===== src/rtl/id_ex_stage_reg.sv =====
// ID/EX pipeline register.
// Captures decoded fields and register-file operands for the execute stage,
// folds a same-cycle writeback into the captured operands, detects load-use
// hazards (inserting a bubble), honours stall/flush from hazard control and
// keeps a saturating count of inserted bubbles for debug.
//
// Slot semantics: valid_o marks the execute slot as holding a real
// instruction. Each posedge the slot is either flushed (killed), held
// (stall_i, operands refreshed from writeback), bubbled (load-use, decode
// must hold its instruction while loaduse_o is high) or loaded from decode.
// regwren_o and memread_o are never high unless valid_o is high.
module id_ex_stage_reg #(
    parameter int DWIDTH = 32,
    parameter int AWIDTH = 32,
    parameter int CTRL_W = 8
) (
    input  logic              clk,
    input  logic              rst,
    input  logic              valid_i,
    input  logic              stall_i,
    input  logic              flush_i,
    input  logic [AWIDTH-1:0] pc_i,
    input  logic [DWIDTH-1:0] imm_i,
    input  logic [4:0]        rs1_i,
    input  logic [4:0]        rs2_i,
    input  logic [4:0]        rd_i,
    input  logic [DWIDTH-1:0] rs1data_i,
    input  logic [DWIDTH-1:0] rs2data_i,
    input  logic              regwren_i,
    input  logic              memread_i,
    input  logic [CTRL_W-1:0] ctrl_i,
    input  logic [4:0]        wb_rd_i,
    input  logic [DWIDTH-1:0] wb_data_i,
    input  logic              wb_regwren_i,
    output logic              valid_o,
    output logic [AWIDTH-1:0] pc_o,
    output logic [DWIDTH-1:0] imm_o,
    output logic [4:0]        rs1_o,
    output logic [4:0]        rs2_o,
    output logic [4:0]        rd_o,
    output logic [DWIDTH-1:0] rs1data_o,
    output logic [DWIDTH-1:0] rs2data_o,
    output logic              regwren_o,
    output logic              memread_o,
    output logic [CTRL_W-1:0] ctrl_o,
    output logic              loaduse_o,
    output logic [15:0]       bubble_cnt_o
);

    logic [DWIDTH-1:0] rs1_byp;
    logic [DWIDTH-1:0] rs2_byp;
    logic              wb_hit_rs1_held;
    logic              wb_hit_rs2_held;
    logic              bubble;
    logic              capture;
    logic [15:0]       bubble_cnt;
    logic [15:0]       bubble_cnt_nxt;

    // A load in execute whose destination feeds the instruction in decode.
    always_comb begin
        loaduse_o = valid_o & memread_o & (rd_o != 5'd0) & valid_i &
                    ((rd_o == rs1_i) | (rd_o == rs2_i));
    end

    // Slot action this cycle: flush beats stall, stall beats the bubble.
    always_comb begin
        bubble  = ~flush_i & ~stall_i & loaduse_o;
        capture = ~flush_i & ~stall_i & ~loaduse_o;
    end

    // Writeback bypass into the decode operands; x0 is never forwarded.
    always_comb begin
        rs1_byp = rs1data_i;
        rs2_byp = rs2data_i;
        if (wb_regwren_i && (wb_rd_i != 5'd0) && (wb_rd_i == rs1_i)) begin
            rs1_byp = wb_data_i;
        end
        if (wb_regwren_i && (wb_rd_i != 5'd0) && (wb_rd_i == rs2_i)) begin
            rs2_byp = wb_data_i;
        end
    end

    // Writeback hits on operands already held in the slot (used while stalled).
    always_comb begin
        wb_hit_rs1_held = wb_regwren_i & (wb_rd_i != 5'd0) & (wb_rd_i == rs1_o);
        wb_hit_rs2_held = wb_regwren_i & (wb_rd_i != 5'd0) & (wb_rd_i == rs2_o);
    end

    // Slot occupancy and its gated side-effect flags.
    always_ff @(posedge clk or negedge rst) begin
        if (!rst) begin
            valid_o   <= 1'b0;
            regwren_o <= 1'b0;
            memread_o <= 1'b0;
        end else if (flush_i || bubble) begin
            valid_o   <= 1'b0;
            regwren_o <= 1'b0;
            memread_o <= 1'b0;
        end else if (capture) begin
            valid_o   <= valid_i;
            regwren_o <= regwren_i & valid_i;
            memread_o <= memread_i & valid_i;
        end
    end

    // Decoded payload; only reloaded on a capture, held otherwise.
    always_ff @(posedge clk or negedge rst) begin
        if (!rst) begin
            pc_o   <= '0;
            imm_o  <= '0;
            rs1_o  <= '0;
            rs2_o  <= '0;
            rd_o   <= '0;
            ctrl_o <= '0;
        end else if (capture) begin
            pc_o   <= pc_i;
            imm_o  <= imm_i;
            rs1_o  <= rs1_i;
            rs2_o  <= rs2_i;
            rd_o   <= rd_i;
            ctrl_o <= ctrl_i;
        end
    end

    // Operands: bypassed on capture, refreshed from writeback while stalled.
    always_ff @(posedge clk or negedge rst) begin
        if (!rst) begin
            rs1data_o <= '0;
            rs2data_o <= '0;
        end else if (capture) begin
            rs1data_o <= rs1_byp;
            rs2data_o <= rs2_byp;
        end else if (!flush_i && stall_i) begin
            if (wb_hit_rs1_held) begin
                rs1data_o <= wb_data_i;
            end
            if (wb_hit_rs2_held) begin
                rs2data_o <= wb_data_i;
            end
        end
    end

    // Next bubble count, sticking at all-ones instead of wrapping.
    always_comb begin
        bubble_cnt_nxt = bubble_cnt;
        if (bubble && (bubble_cnt != 16'hFFFF)) begin
            bubble_cnt_nxt = bubble_cnt + 16'd1;
        end
    end

    // Bubble counter register.
    always_ff @(posedge clk or negedge rst) begin
        if (!rst) begin
            bubble_cnt <= '0;
        end else begin
            bubble_cnt <= bubble_cnt_nxt;
        end
    end

    assign bubble_cnt_o = bubble_cnt;

endmodule


===== config.mk =====
export PLATFORM = sky130hd
export DESIGN_NAME = id_ex_stage_reg
export DESIGN_NICKNAME = d
export VERILOG_FILES = /design/src/rtl/id_ex_stage_reg.sv
export SDC_FILE = /design/constraint.sdc
export NUM_CORES = 1
export LEC_CHECK = 0
export CORE_MARGIN = 5
export CORE_UTILIZATION = 40
export CTS_BUF_LIST = sky130_fd_sc_hd__clkbuf_4
export CTS_CLUSTER_SIZE = 10
export DETAILED_ROUTE_END_ITERATION = 7
export HOLD_SLACK_MARGIN = 0.08
export PLACE_DENSITY = 0.86
export SLEW_MARGIN = 20
export SYNTH_ARGS = -nofsm -noshare
export SYNTH_HDL_FRONTEND = slang
export SYNTH_SLANG_ARGS = --single-unit
export TNS_END_PERCENT = 1

===== constraint.sdc =====
create_clock -name clk -period 1.95 [get_ports clk]
set_input_delay 0.2925 -clock clk [delete_from_list [all_inputs] [get_ports clk]]
set_output_delay 0.2925 -clock clk [all_outputs]
set_load 0.02 [all_outputs]

==> impl_metrics.env, run 1 <==
export IMPL_worstMarginPinSlew_ns=0.417
export IMPL_finalSetupTns_ns=-29.38
export IMPL_crit_type="reg2out"
export IMPL_ys_seq_area_share_pct=50.6
export IMPL_outcome="finished with violations"
export IMPL_n_fill_cell=1542
export IMPL_cp_end_kind="primary output"
export IMPL_cts_max_level=4
export IMPL_synthSimpleGateAreaFrac_pct=5.27
export IMPL_vdd_drop_max_v=0.000453
export IMPL_worstPathRequired_ns=1.66
export IMPL_drc=0
export IMPL_pwr_share_comb_pct=36.1
export IMPL_clkPwrFrac_pct=20.8
export IMPL_slowest_stage="dfrtp_1"
export IMPL_avgSynthCellArea_um2=10.9
export IMPL_vias=7986
export IMPL_grt_use_total_pct=24.2
export IMPL_ys_top_cells_by_count="dfrtp_1 (170), inv_1 (131), mux2_2 (88)"
export IMPL_synth_fa_ha_area_share_pct=0.149
export IMPL_fin_area_um2=13800
export IMPL_crit_path_start_kind="flop"
export IMPL_top_layer="met4"
export IMPL_internal_power_mw=6.42
export IMPL_syn_inst=771
export IMPL_synth_area_um2=8410
export IMPL_area_delta_synth_final_pct=63.5
export IMPL_hold_class="in2async"
export IMPL_slowest_delay_ns=0.46
export IMPL_seqCellArea_um2=4260
export IMPL_synth_compound_area_share_pct=18.2
export IMPL_wl_met1_um=11400
export IMPL_avgViaCountPerCell=5.44
export IMPL_dieArea_um2=24000
export IMPL_die_w_um=155
export IMPL_cp_cell_sequence="xnor2_1 > nand3_1 > o22a_2 > nor2_4 > buf_6"
export IMPL_period_needed_ns=2.22
export IMPL_leakage_nw=6.64
export IMPL_routedWlPerCell_um=20.8
export IMPL_ant_nets=0
export IMPL_path_max_fanout=3
export IMPL_p_seq_share_pct=43.1
export IMPL_multiInputGateArea_um2=3670
export IMPL_fin_nets=1376
export IMPL_start_util_pct=40.3
export IMPL_report_final_slew_viol_count=0
export IMPL_clk_latency_ns=0.57
export IMPL_setup_viol=162
export IMPL_final_util_pct=65.9
export IMPL_boundaryPins=367
export IMPL_placement_io_buffers=366
export IMPL_core_um2=20900
export IMPL_place_area_um2=13000
export IMPL_fmax_mhz=450
export IMPL_dp_cells=1427
export IMPL_rsz0062_at_grt="true"
export IMPL_async_flop_share_pct=100
export IMPL_cts_tree="done"
export IMPL_grt_max_degree=65
export IMPL_dr_wl_met2_um=15500
export IMPL_layoutNonFillerInstCount=1467
export IMPL_clk_pin_slew_ns=0.17
export IMPL_synth_area_top_cells="dfrtp_1 (51%), mux2_2 (12%), o211ai_1 (6.1%), inv_1 (5.8%), xnor2_1 (4.5%)"
export IMPL_finalCritPeriodShare_pct=114
export IMPL_finClkSkew_ns=0.0382
export IMPL_cts_buffer_depth=2
export IMPL_synthDistinctLibCells=42
export IMPL_setup_slack_ns=-0.274
export IMPL_clock_sinks=170
export IMPL_synth_nets=968
export IMPL_yosys_most_used_dff="dfrtp_1"
export IMPL_met3_length_um=2570
export IMPL_cp_arrival_ns=1.93
export IMPL_hold_violations=0
export IMPL_ys_ff_latch=170
export IMPL_wl_um=30500
export IMPL_drive_gt1_share_pct=21.5
export IMPL_p_per_area_nw_per_um2=730
export IMPL_slew_headroom_pct=72.1
export IMPL_maxCapViolations=0
export IMPL_grt_pass1_vias=8348
export IMPL_yosys_area_top_type="dfrtp_1"
export IMPL_antenna_found_initial=1
export IMPL_grt_ovfl_total=0
export IMPL_p_switching_mw=3.62
export IMPL_muxShareOfSynthArea_pct=11.9
export IMPL_synth_top_cell_area_share_pct=50.6
export IMPL_synth_edf_count=0
export IMPL_drtIter0Drc=486
export IMPL_ctsRootBufferMaster="clkbuf_4"
export IMPL_synth_most_common_cell="dfrtp_1"
export IMPL_synth_warnings=0
export IMPL_row_count=53
export IMPL_drtPass1Iterations=6
export IMPL_synth_top_family_by_area="compound AO/OA/AOI/OAI gates"
export IMPL_violations="setup timing"
export IMPL_p_sw_share_pct=36.0
export IMPL_routabilityCongestion=0.838
export IMPL_dp_hpwl_um=21900
export IMPL_synth_xor_area_share_pct=4.58
export IMPL_die_h_um=155
export IMPL_cts_buffers=17
export IMPL_grt_pass1_wl_um=46000
worst paths after layout:
check	start	to	slack, ns	cells past startpoint
setup / recovery	rd_o[2]$_DFFE_PN0N_	loaduse_o	-0.27	5
hold / removal	rst	rs2data_o[5]$_DFFE_PN0P_	0.16	2
setup reg to reg	rd_o[4]$_DFFE_PN0N_	rs2data_o[27]$_DFFE_PN0P_	-0.25	8
hold reg to reg	bubble_cnt_o[15]$_DFFE_PN0P_	bubble_cnt_o[15]$_DFFE_PN0P_	0.51	1
max in group asynchronous	rst	rd_o[4]$_DFFE_PN0N_	1.10	3
min in group clk	rs2data_i[23]	rs2data_o[23]$_DFFE_PN0P_	0.25	3
routing by layer:
| layer | track usage (%) | vias up |
|---|---|---|
| li1 | - | 3621 |
| met1 | 28.0 | 3902 |
| met2 | 42.1 | 396 |
| met3 | 7.45 | 67 |
| met4 | 9.04 | 0 |
| met5 | 0 | - |
per-stage QoR:
stage               hold WS [ns]  power [mW]  setup WS [ns]
floorplan               -0.00309        6.00         -0.150
global placement           0.198        7.90         -0.784
detailed placement         0.199        8.01         -0.799
CTS                        0.107        10.1         -0.365
global route               0.116        10.5         -0.413
finish                     0.163        10.0         -0.274
logic make-up after synthesis:
logic type               count (synthesis)
buffers and inverters                  196
AO/OA/AOI/OAI                          182
flip-flops                             170
multiplexers                            89
AND/OR/NAND/NOR                         89
XOR/XNOR                                44
adder cells (fa/ha/maj)                  1
repair_timing:
action,4_1_cts,5_1_grt
endpoints found under the setup margin,219,246
hold buffers,1,0
buffers inserted,3,0
pin swaps,15,11
gates cloned,2,2
endpoints found under the hold margin,170,0
gates resized for setup,86,98
area by class of cell:
type | count | area share, %
well taps | 275 | 2.50
clock inverters | 14 | 1.12
inverters | 131 | 3.57
multi-input cells | 405 | 26.7
repair buffers | 454 | 34.2
flip-flops and latches | 170 | 31.0
clock buffers | 17 | 0.928
diodes | 1 | 0.0182
placed cells by master, fill, tap and decap left out, drive strengths merged, types with 6 or more instances in the layout:
| master | netlist | final |
|---|---|---|
| clkdlybuf4s50 | 0 | 237 |
| dfrtp | 170 | 170 |
| inv | 131 | 138 |
| buf | 26 | 89 |
| mux2 | 88 | 88 |
| dlymetal6s2s | 0 | 74 |
| o211ai | 68 | 68 |
| dlygate4sd2 | 0 | 51 |
| xnor2 | 43 | 43 |
| nor2 | 37 | 37 |
| o221ai | 32 | 32 |
| a222oi | 32 | 32 |
| a221oi | 32 | 32 |
| clkbuf | 39 | 18 |
| nand4 | 10 | 10 |
| and3 | 10 | 10 |
| nand3 | 10 | 10 |
| nand2 | 8 | 8 |
| clkinv | 0 | 6 |
state kept, by name (all words and copies together), names as in the netlist, 5 cells and up:
name and cells:
imm_o 32, pc_o 32, rs1data_o 32, rs2data_o 32, bubble_cnt_o 16, ctrl_o 8
rd_o 5, rs1_o 5, rs2_o 5
power by group through the flow:
stage | registers [mW] | clock network (mW) | logic [mW]
floorplan | 4.96 | 0 | 1.04
global placement | 4.36 | 0 | 3.54
detailed placement | 4.40 | 0 | 3.61
CTS | 4.33 | 2.14 | 3.63
global route | 4.39 | 2.29 | 3.85
finish | 4.32 | 2.09 | 3.63
critical path, delay by kind of cell (launching register included):
family                    cells  cell delay [ns]
and+or+nand+nor               2             0.31
xor gates and xnor gates      1             0.18
AOI/OAI and AO/OA             1             0.28
buffers and inverters         1             0.15
DFF                           1             0.46
Note: power is estimated with default switching activity, not from simulation.
==> run 2: changes to the inputs <==
--- a/config.mk
+++ b/config.mk
@@ -5,8 +5,9 @@
 export SDC_FILE = /design/constraint.sdc
 export NUM_CORES = 1
 export LEC_CHECK = 0
+export ABC_AREA = 1
 export CORE_MARGIN = 5
-export CORE_UTILIZATION = 40
+export CORE_UTILIZATION = 41
 export CTS_BUF_LIST = sky130_fd_sc_hd__clkbuf_4
 export CTS_CLUSTER_SIZE = 10
 export DETAILED_ROUTE_END_ITERATION = 7
==> impl_metrics.env, run 2 <==
export IMPL_seqCellArea_um2=4260
export IMPL_boundaryPins=367
export IMPL_core_um2=21800
export IMPL_vias=10124
export IMPL_synth_area_um2=9040
export IMPL_drtPass1Iterations=5
export IMPL_hold_slack_ns=0.248
export IMPL_multiInputGateArea_um2=4180
export IMPL_synthDistinctLibCells=27
export IMPL_die_h_um=158
export IMPL_ys_seq_area_share_pct=47.1
export IMPL_placement_io_buffers=366
export IMPL_yosys_most_used_dff="dfrtp_1"
export IMPL_met3_length_um=4200
export IMPL_vdd_drop_max_v=0.000405
export IMPL_final_common_cell="nand3_1"
export IMPL_clk_pin_slew_ns=0.18
export IMPL_p_total_mw=9.43
export IMPL_dr_wl_met2_um=16600
export IMPL_grt_use_total_pct=26.5
export IMPL_async_flop_share_pct=100
export IMPL_n_fill_cell=1800
export IMPL_rsz0062_at_grt="true"
export IMPL_cts_buffers=17
export IMPL_dieArea_um2=25100
export IMPL_row_count=54
export IMPL_top_layer="met4"
export IMPL_grt_pass1_wl_um=53100
export IMPL_routedWlPerCell_um=18.6
export IMPL_outcome="finished with violations"
export IMPL_slew_headroom_pct=61.0
export IMPL_start_util_pct=41.5
export IMPL_syn_inst=1195
export IMPL_final_util_pct=63.6
export IMPL_violations="setup timing"
export IMPL_setup_viol=19
export IMPL_synth_area_top_cells="dfrtp_1 (47%), nand3_1 (23%), nand2_1 (15%), xor2_1 (2.4%), buf_2 (2.4%)"
export IMPL_grt_ovfl_total=0
export IMPL_worstMarginPinSlew_ns=0.585
export IMPL_dp_cells=1817
export IMPL_critPathBufInv=3
export IMPL_cts_tree="done"
export IMPL_slowest_stage="dfrtp_1"
export IMPL_clk_latency_ns=0.57
export IMPL_synth_top_cell_area_share_pct=47.1
export IMPL_crit_type="reg2out"
export IMPL_routabilityCongestion=0.946
export IMPL_pre_cts_ws_ns=-0.375
export IMPL_ys_ff_latch=170
export IMPL_synth_nets=1392
export IMPL_maxCapViolations=0
export IMPL_hold_class="in2reg"
export IMPL_fin_nets=1755
export IMPL_cts_max_level=4
export IMPL_synth_most_common_cell="nand3_1"
export IMPL_grt_pass1_vias=10007
export IMPL_yosys_area_top_type="dfrtp_1"
export IMPL_ctsRootBufferMaster="clkbuf_4"
export IMPL_ys_top_cells_by_count="nand3_1 (411), nand2_1 (368), dfrtp_1 (170)"
export IMPL_p_per_area_nw_per_um2=681
export IMPL_cp_cell_sequence="buf_6 > nand2_2 > nand2_2 > nor2_2 > nand3_1 > nand2_2 > nand2_4 > inv_2 > buf_6"
export IMPL_cp_common_cell="nand2_2"
export IMPL_layout_common_cells="nand3_1 (410), nand2_1 (364), clkdlybuf4s50_1 (259)"
export IMPL_synth_edf_count=0
export IMPL_drtIter0Drc=871
export IMPL_worstPathRequired_ns=1.66
export IMPL_leakage_nw=7.36
export IMPL_drive_gt1_share_pct=8.53
export IMPL_ant_nets=0
export IMPL_wl_met1_um=12400
export IMPL_drc=0
export IMPL_avgSynthCellArea_um2=7.56
export IMPL_path_max_fanout=3
export IMPL_cpLargestDelayFamily="flip-flops"
export IMPL_antenna_found_initial=1
export IMPL_finClkSkew_ns=0.0399
export IMPL_slowest_delay_ns=0.45
export IMPL_dp_hpwl_um=24600
export IMPL_cts_buffer_depth=2
export IMPL_cp_end_kind="primary output"
export IMPL_clock_sinks=170
export IMPL_report_final_slew_viol_count=0
export IMPL_hold_violations=0
export IMPL_period_needed_ns=2.05
export IMPL_fmax_mhz=488
export IMPL_die_w_um=158
export IMPL_layoutNonFillerInstCount=1852
export IMPL_synth_warnings=0
export IMPL_area_delta_synth_final_pct=53.1
export IMPL_wl_um=34400
export IMPL_avgViaCountPerCell=5.47
export IMPL_finalCritPeriodShare_pct=105
export IMPL_crit_path_start_kind="flop"
export IMPL_cp_arrival_ns=1.76
export IMPL_setup_slack_ns=-0.0999
export IMPL_grt_max_degree=67
[run 2: changes by cell type after synthesis, moves of 14 or more]
cell	delta
o211ai_1	-68
mux2_2	-88
xnor2_1	-38
buf_4	+23
clkbuf_1	-28
inv_1	-91
a222oi_1	-32
nand3_1	+401
o21ai_0	+14
nand2_1	+360
xor2_1	+24
o221ai_1	-32
a221oi_1	-32
buf_2	+27
[run 2: stage by stage]
step / setup TNS (ns) / instance area [µm²]
after floorplan: 0 / 9040
after global placement: -35.78 / 13400
after detailed placement: -43.34 / 13400
after CTS: -0.474 / 13600
after global routing: -13.68 / 13800
final: -0.354 / 13800
[run 2: repair_timing]
action,4_1_cts,5_1_grt
pin swaps,5,9
hold buffers,1,0
setup buffers,1,0
hold endpoints to repair,131,0
resized for setup,55,75
setup endpoints to repair,106,234
[run 2: power by group]
group | switching (mW) | internal (mW)
clock network | 1.42 | 0.809
logic | 1.58 | 1.41
registers | 0.271 | 3.94
total | 3.27 | 6.15
[run 2: cell families (layout without fill, tap and decap cells)]
group | Yosys count | count (layout) | share of synthesized area (%)
AO/OA/AOI/OAI | 27 | 27 | 1.50
XOR/XNOR | 30 | 30 | 2.91
adder cells (fa/ha/maj) | 1 | 1 | 0.138
buffers and inverters | 135 | 511 | 7.45
flip-flops | 170 | 170 | 47.1
other | 0 | 1 | 0
AND/OR/NAND/NOR | 832 | 832 | 40.9
[run 2: worst paths after layout]
check | startpoint | end | slack [ns] | cells past startpoint
worst max-delay path | rd_o[2]$_DFFE_PN0N_ | loaduse_o | -0.1 | 9
worst max register to register | rd_o[1]$_DFFE_PN0N_ | rs1data_o[7]$_DFFE_PN0P_ | -0.07 | 10
worst min-delay path | pc_i[30] | pc_o[30]$_DFFE_PN0N_ | 0.25 | 3
worst min register to register | imm_o[31]$_DFFE_PN0N_ | imm_o[31]$_DFFE_PN0N_ | 0.49 | 2
min in group asynchronous | rst | rs2data_o[16]$_DFFE_PN0P_ | 0.27 | 2
max in group asynchronous | rst | rs2data_o[13]$_DFFE_PN0P_ | 1.02 | 3
[run 2: layout make-up]
type / count / share of cell area [%]
clock buffers: 18 / 0.976
well taps: 280 / 2.53
multi-input cells: 890 / 30.2
flip-flops and latches: 170 / 30.8
diodes: 1 / 0.0181
repair buffers: 435 / 33.2
inverters: 44 / 1.19
clock inverters: 14 / 1.18
[run 2: worst reg2reg max path, cell delays in order, from the launching register on]
cell,delay [ns]
dfrtp_2,0.48
nor2_1,0.11
nand4_1,0.13
nand4_1,0.15
inv_2,0.08
nand2_4,0.08
buf_4,0.25
nand2_8,0.16
buf_12,0.22
nand3_1,0.12
nand3_1,0.11
[run 2: per-layer routing]
metal | global-route usage (%) | vias up
li1 | - | 4678
met1 | 32.2 | 4735
met2 | 44.6 | 628
met3 | 8.10 | 83
met4 | 9.87 | 0
met5 | 0 | -
